[src/rtl/frame_scheduler.sv]
// Render-domain frame sequencer: syncs frame_pix, issues begin_frame/swap, tracks drops and offsets.
// begin_frame lands SYNC_STAGES+1 cycles after frame_pix is first sampled; a busy pipeline turns frame edges into drops.
module frame_scheduler #(
    parameter int                 FB_WIDTH    = 160,
    parameter int                 FB_HEIGHT   = 120,
    parameter logic signed [31:0] STEP_X      = 32'sh0000_8000,
    parameter logic signed [31:0] STEP_Y      = 32'sh0000_2000,
    parameter int                 SYNC_STAGES = 2,
    parameter int                 ARM_CYCLES  = 8,
    parameter int                 CNT_W       = 16
) (
    input  logic                    clk_render,
    input  logic                    btn_rst_n,
    input  logic                    frame_pix,
    input  logic                    renderer_busy,
    input  logic                    feeder_busy,
    output logic                    begin_frame,
    output logic                    swap,
    output logic signed [31:0]      offset_x,
    output logic signed [31:0]      offset_y,
    output logic [CNT_W-1:0]        frame_count,
    output logic [CNT_W-1:0]        drop_count,
    output logic [1:0]              state_dbg
);
    localparam logic [1:0] ST_IDLE   = 2'd0;
    localparam logic [1:0] ST_RENDER = 2'd1;
    localparam logic [1:0] ST_DONE   = 2'd2;

    localparam logic signed [31:0] X_BOUND = 32'(FB_WIDTH * 32768);
    localparam logic signed [31:0] Y_BOUND = 32'(FB_HEIGHT * 32768);
    localparam logic signed [31:0] X_START = -X_BOUND;
    localparam int                 ARM_W   = $clog2(ARM_CYCLES + 1);
    localparam logic [ARM_W-1:0]   ARM_MAX = ARM_W'(ARM_CYCLES);

    logic [SYNC_STAGES-1:0] sync_q;
    logic                   sync_prev;
    logic                   frame_edge;
    logic [1:0]             state;
    logic [ARM_W-1:0]       arm_cnt;
    logic                   done_now;

    // Registered edge detect supplies the extra cycle of frame_pix latency.
    always_ff @(posedge clk_render or negedge btn_rst_n) begin
        if (!btn_rst_n) begin
            sync_q     <= '0;
            sync_prev  <= 1'b0;
            frame_edge <= 1'b0;
        end else begin
            sync_q     <= {sync_q[SYNC_STAGES-2:0], frame_pix};
            sync_prev  <= sync_q[SYNC_STAGES-1];
            frame_edge <= sync_q[SYNC_STAGES-1] & ~sync_prev;
        end
    end

    assign done_now  = (arm_cnt >= ARM_MAX) && !renderer_busy && !feeder_busy;
    assign state_dbg = state;

    always_ff @(posedge clk_render or negedge btn_rst_n) begin
        if (!btn_rst_n) begin
            state       <= ST_IDLE;
            arm_cnt     <= '0;
            begin_frame <= 1'b0;
            swap        <= 1'b0;
            offset_x    <= X_START;
            offset_y    <= '0;
            frame_count <= '0;
            drop_count  <= '0;
        end else begin
            begin_frame <= 1'b0;
            swap        <= 1'b0;
            if (arm_cnt < ARM_MAX)
                arm_cnt <= arm_cnt + 1'b1;

            // Offsets advance as the begin_frame cycle closes, so they stay stable for the whole frame.
            if (begin_frame) begin
                frame_count <= frame_count + 1'b1;
                offset_x    <= (offset_x >= X_BOUND) ? X_START : offset_x + STEP_X;
                offset_y    <= (offset_y >= Y_BOUND) ? 32'sd0 : offset_y + STEP_Y;
            end

            case (state)
                ST_IDLE: begin
                    if (frame_edge) begin
                        begin_frame <= 1'b1;
                        arm_cnt     <= '0;
                        state       <= ST_RENDER;
                    end
                end
                ST_RENDER: begin
                    if (frame_edge && done_now) begin
                        begin_frame <= 1'b1;
                        swap        <= 1'b1;
                        arm_cnt     <= '0;
                    end else if (frame_edge) begin
                        if (drop_count != '1)
                            drop_count <= drop_count + 1'b1;
                    end else if (done_now) begin
                        state <= ST_DONE;
                    end
                end
                ST_DONE: begin
                    if (frame_edge) begin
                        begin_frame <= 1'b1;
                        swap        <= 1'b1;
                        arm_cnt     <= '0;
                        state       <= ST_RENDER;
                    end
                end
                default: state <= ST_IDLE;
            endcase
        end
    end
endmodule

[config.mk]
export PLATFORM = sky130hd
export DESIGN_NAME = frame_scheduler
export DESIGN_NICKNAME = d
export VERILOG_FILES = /design/src/rtl/frame_scheduler.sv
export SDC_FILE = /design/constraint.sdc
export NUM_CORES = 1
export LEC_CHECK = 0
export BUFFER_PORTS_ARGS = -buffer_cell sky130_fd_sc_hd__buf_2
export CAP_MARGIN = 10
export CORE_MARGIN = 2
export CORE_UTILIZATION = 50
export DETAILED_ROUTE_END_ITERATION = 8
export HOLD_SLACK_MARGIN = 0.06
export PLACE_DENSITY = 0.83
export SLEW_MARGIN = 20
export SYNTH_ARGS = -nofsm -noshare
export SYNTH_HDL_FRONTEND = slang
export SYNTH_SLANG_ARGS = --single-unit
[constraint.sdc]
create_clock -name clk_render -period 4.6 [get_ports clk_render]
set_input_delay 0 -clock clk_render [delete_from_list [all_inputs] [get_ports clk_render]]
set_output_delay 0 -clock clk_render [all_outputs]
set_load 0.05 [all_outputs]
======== Word level (Yosys, flattened, before mapping) ========
Cells that the tools add are included.
storage, ports and cells
  flip-flop bits (word level) ............. 108
  input port bits ......................... 5
  output and inout bits ................... 100
  word-level logic and storage cells ...... 54
cells by class
  add/subtract/negate cells ............... 5
  $lt $le $gt $ge ......................... 4
  equality and inequality tests ........... 7
  multiplexer cells ....................... 15
  bitwise gates (word level) .............. 3
  reductions and logical operators ........ 9
operators by type and width
  operator                                                                  count
  32-bit 2-to-1 mux                                                         2
  16-bit by 1-bit adder with 16-bit output (second input constant)          2
  32-bit by 15-bit adder with 32-bit output (second input constant)         1
  32-bit by 17-bit adder with 32-bit output (second input constant)         1
  32-bit by 23-bit >= comparator with 1-bit output (second input constant)  1
  32-bit by 24-bit >= comparator with 1-bit output (second input constant)  1
  16-bit != test (second input constant)                                    1
  4-bit 2-to-1 mux                                                          3
  2-bit 2-to-1 mux                                                          4
  4-bit case mux with 2 select lines                                        1
  4-bit AND reduction                                                       2
  2-bit != test (second input constant)                                     3
  4-bit by 1-bit adder with 4-bit output (second input constant)            1
  4-bit >= comparator (second input constant)                               1
  4-bit less-than comparator (second input constant)                        1
  1-bit case mux with 2 select lines                                        2
  2-bit case mux with 2 select lines                                        1
  1-bit logical AND                                                         3
  2-bit by 1-bit equality test with 1-bit output (second input constant)    1
  2-bit equality test (second input constant)                               1
  1-bit logical NOT                                                         2
  2-bit logical NOT                                                         1
  1-bit 2-to-1 mux                                                          2
  2-bit by 1-bit != test with 1-bit output (second input constant)          1
  other kinds (3)                                                           4

======== Depth between registers and ports, before layout ========
  depth in word-level cells ............... 7
  mapped depth ............................ 7
  depth with buffers taken out ............ 7

======== Worst setup path after synthesis ========
No wires, ideal clock.
  path type ............................... flip-flop to flip-flop
  start point ............................. register state[0], in the netlist state_dbg[0]
  end point ............................... register drop_count[15]
  setup time .............................. 0.082 ns
  arrival time ............................ 2.061 ns
  required time ........................... 4.518 ns
  setup slack ............................. 2.457 ns
  cell stages (with the launch flop) ...... 7
  path buffers ............................ 0
  path through ............................ dfrtp_1 > ha_1 > nand2_1 > nor4_2 > nand4b_1 > nor4_2 > xor2_1
on the way
  cells in the longest elaborated chain, start to end .. 2
ends and longest elaborated chain
  element                                         RTL line  RTL
  start: declaration                              38        logic [1:0] state;
  start signal: assignment                        60        state <= ST_IDLE;
  start signal: assignment                        86        state <= ST_RENDER;
  start signal: assignment                        98        state <= ST_DONE;
  2-bit by 1-bit equality test with 1-bit output  81        case (state)
  4-bit AND reduction (no line)                   -
  end signal: assignment                          96        drop_count <= drop_count + 1'b1;
  end: declaration                                22        output logic [CNT_W-1:0] drop_count,
Every way passes these cells.
A chain may end at the register's enable or synchronous reset.

==> impl_results.md <==
- CTS Sinks: 80
- Clock slew at reported path FFs: 0.08 ns
- Worst Hold Depth: 6
- First-pass GRT wire length: 13500 um
- Final Instance Count excl. Fillers: 587
- Relative slew slack: 0.354
- RR Startpoint: begin_frame
- Yosys Warn Count: 0
- GPL Wtd Cong: 0.819
- Endpoints failing setup: 0
- Most common cell in the synthesized netlist: dfrtp_1
- Critical Path RT: 4.87 ns
- VDD IR-drop max: 0.000363 V
- #FFs+latches synth: 80
- Overall power: 0.00268 W
- Starting Density: 0.521
- Top FF cell, synth: dfrtp_1
- CTS tree: yes
- Crit. End Element: flip-flop
- Crit path time final: 2.14 ns
- CTS Buf Count: 9
- H-tree depth: 3
- Core area: 0.00777 mm^2
- DRC viols: 0
- Worst R2R Setup Slack: 2.46 ns
- Max cap viols: 0
- Hold path endpoint: state_dbg[1]
- Internal power: 0.00146 W
- 1st-iter DRT viols: 121
- Share of layout cells above drive strength 1: 0.233
- Netlist cell types: 48
- Wirelength per Cell: 13.7 um
- Worst Path Arrival: 2.41 ns
- Synth top cells by count: dfrtp_1, nand2_1, nor2_1, buf_4, xor2_1
- CTS root buffer: clkbuf_8
- Layout Utilization: 0.602
- Setup Crit Path Kind: reg -> reg
- Register area: 0.00202 mm^2
- Final Slew Violations: 0
- I/O Buffers: 76
- Initial antenna violation count: 0
- Inst Count DP: 567
- Final Skew: 0.00975 ns
- Area growth, synth to finish: 15.6%
- Status: finished, final reports clean
- Vias post-DR: 3114
- GRT Total Usage: 0.193
- Mean Syn Cell Area: 10.3 um^2
- Drt pass-1 iters: 4
- Fill count: 650
- Area of the mapped netlist: 0.00405 mm^2
- Die H: 93.9 um
- GR Overflow Total: 0
- FF-to-FF End: offset_y[30]
- Area of the multi-input gates: 0.00187 mm^2
- Crit path launch type: flip-flop
- Post-synth top area share: 0.427
- Total wire length: 8060 um
- P_leak: 2.33 nW
- Final Cycle Share: 0.464
- Number of flops mapped to enable cells by yosys: 0
- Switch Pwr: 0.00123 W
- Synth async-reset ratio: 1.00
- Max Clock Freq: 468 MHz
- Final #Nets: 495
- Sequential Power Share: 0.412
- Pwr Density: 574 mW/mm^2
- Io pins: 105
- R2R cell count: 5
- Worst-Skew Late Latency: 0.34 ns
- Syn Inst Count: 394
- N_diodes: 0
- Final hold vios: 0
- RSZ-0062 raised after global routing: false
- Die X: 93.9 um
- Share of total power in combinational logic: 0.383
- Largest net degree at the start of global routing: 81
- Clock power frac: 0.205
- Synth area leader: dfrtp_1
- Net Sw Frac: 0.457
- Post-route ant nets: 0
- Seq/Total Area, Yosys: 0.498
- Min Hold Slack: 0.191 ns
- Hold path start: renderer_busy
- Cts repair resizes: 0
- Slew @ Worst Pin: 0.969 ns
- Top area cells in the synthesized netlist: dfrtp_1, dfstp_2, xor2_1, buf_4, nand2_1
- Sum Neg Setup Slack: 0 ns
- HP Class: in -> reg
- Vias in the first global route: 2943
- HPWL after DPL: 5850 um
- Row Count: 32
- Via density: 5.30
- Die ar.: 0.00883 mm^2
- Bufs on Longest Clock Path: 2
- Highest fanout seen on the critical path: 24
==> critical path, stage by stage, from the launching register on <==
cell     delay (ns)
dfrtp_1        0.83
and3_1         0.27
and3_1         0.26
nand4_1        0.19
or3_1          0.38
a21oi_1        0.14
==> flip-flops by register name (all words and copies together), names as in the netlist <==
signal	count
offset_y	19
frame_count	16
arm_cnt	4
offset_x	17
sync_prev	1
sync_q	2
frame_edge	1
state_dbg	2
drop_count	16
swap	1
begin_frame	1
==> metrics by stage <==
stage / cell area, um^2 / setup slack [ns]
2_1_floorplan: 4150 / 2.46
3_3_place_gp: 4420 / 2.59
3_5_place_dp: 4420 / 2.48
4_1_cts: 4680 / 2.46
5_1_grt: 4680 / 2.28
6_report: 4680 / 2.46
==> power by group through the flow <==
stage	clock network [W]	logic (W)	registers, W
floorplan	0	0.000370	0.00153
global placement	0	0.00101	0.00110
detailed placement	0	0.00103	0.00111
CTS	0.000565	0.00104	0.00110
global route	0.000602	0.00110	0.00113
finish	0.000551	0.00103	0.00110
==> routing by layer <==
layer	up-vias	routed length [um]	track usage
met2	98	4050	0.327
met5	-	0	0
met3	14	427	0.0377
met1	1512	3450	0.241
met4	0	127	0.0785
li1	1490	-	-
==> worst max-delay path by stage <==
stage | startpoint | end | slack [ns]
finish | begin_frame | offset_y[30] | 2.46
global route | begin_frame | offset_y[30] | 2.28
CTS | begin_frame | offset_y[30] | 2.46
detailed placement | state_dbg[1] | drop_count[13] | 2.48
global placement | begin_frame | offset_x[22] | 2.59
floorplan | state_dbg[0] | drop_count[15] | 2.46
==> placed cells by master (no fill, tap or decap), types with 2 or more instances in the layout <==
master / synthesis / routed
conb_1: 1 / 28
ha_1: 10 / 10
nor4_2: 2 / 2
a31oi_1: 8 / 8
nand3_1: 13 / 13
and3_1: 12 / 12
clkinv_2: 0 / 3
a21oi_1: 8 / 8
dfrtp_1: 69 / 69
o21ai_0: 12 / 12
xor2_1: 26 / 26
nor4_1: 3 / 3
buf_2: 0 / 75
o31ai_1: 3 / 3
nor2b_1: 3 / 3
nand2b_1: 4 / 4
nand2_1: 48 / 48
mux2_2: 3 / 3
bufinv_16: 0 / 2
nand4_1: 14 / 14
dfstp_2: 11 / 11
mux2i_1: 5 / 5
o2bb2ai_1: 7 / 7
and4_1: 5 / 5
nor3_1: 10 / 10
clkbuf_8: 0 / 9
nor2_1: 35 / 35
dlygate4sd3_1: 0 / 4
xnor2_1: 18 / 18
or3_1: 5 / 5
inv_1: 8 / 8
==> cell type report <==
type                       count  area share
timing repair buffer          80      0.0904
clock inverter                 6      0.0179
tap                          102      0.0273
inverter                       8     0.00642
sequential                    80       0.431
multi-input combinational    301       0.400
clock buffer                  10      0.0273
==> cell families (layout without fill, tap and decap cells) <==
group	count (synthesis)	count (layout)	share of synthesized area
compound gates	47	47	0.0786
xor+xnor	44	44	0.0953
fa+ha+maj	10	10	0.0309
buf+inv	40	104	0.0650
flops	80	80	0.498
mux	8	8	0.0207
other cells	1	28	0.000927
simple gates	164	164	0.210
==> repair_timing <==
| item | 4_1_cts | 5_1_grt |
|---|---|---|
| setup buffers | 0 | 0 |
| hold buffers | 4 | 0 |
| endpoints found under the hold margin | 72 | 0 |
Note: power is estimated with default switching activity, not from simulation.
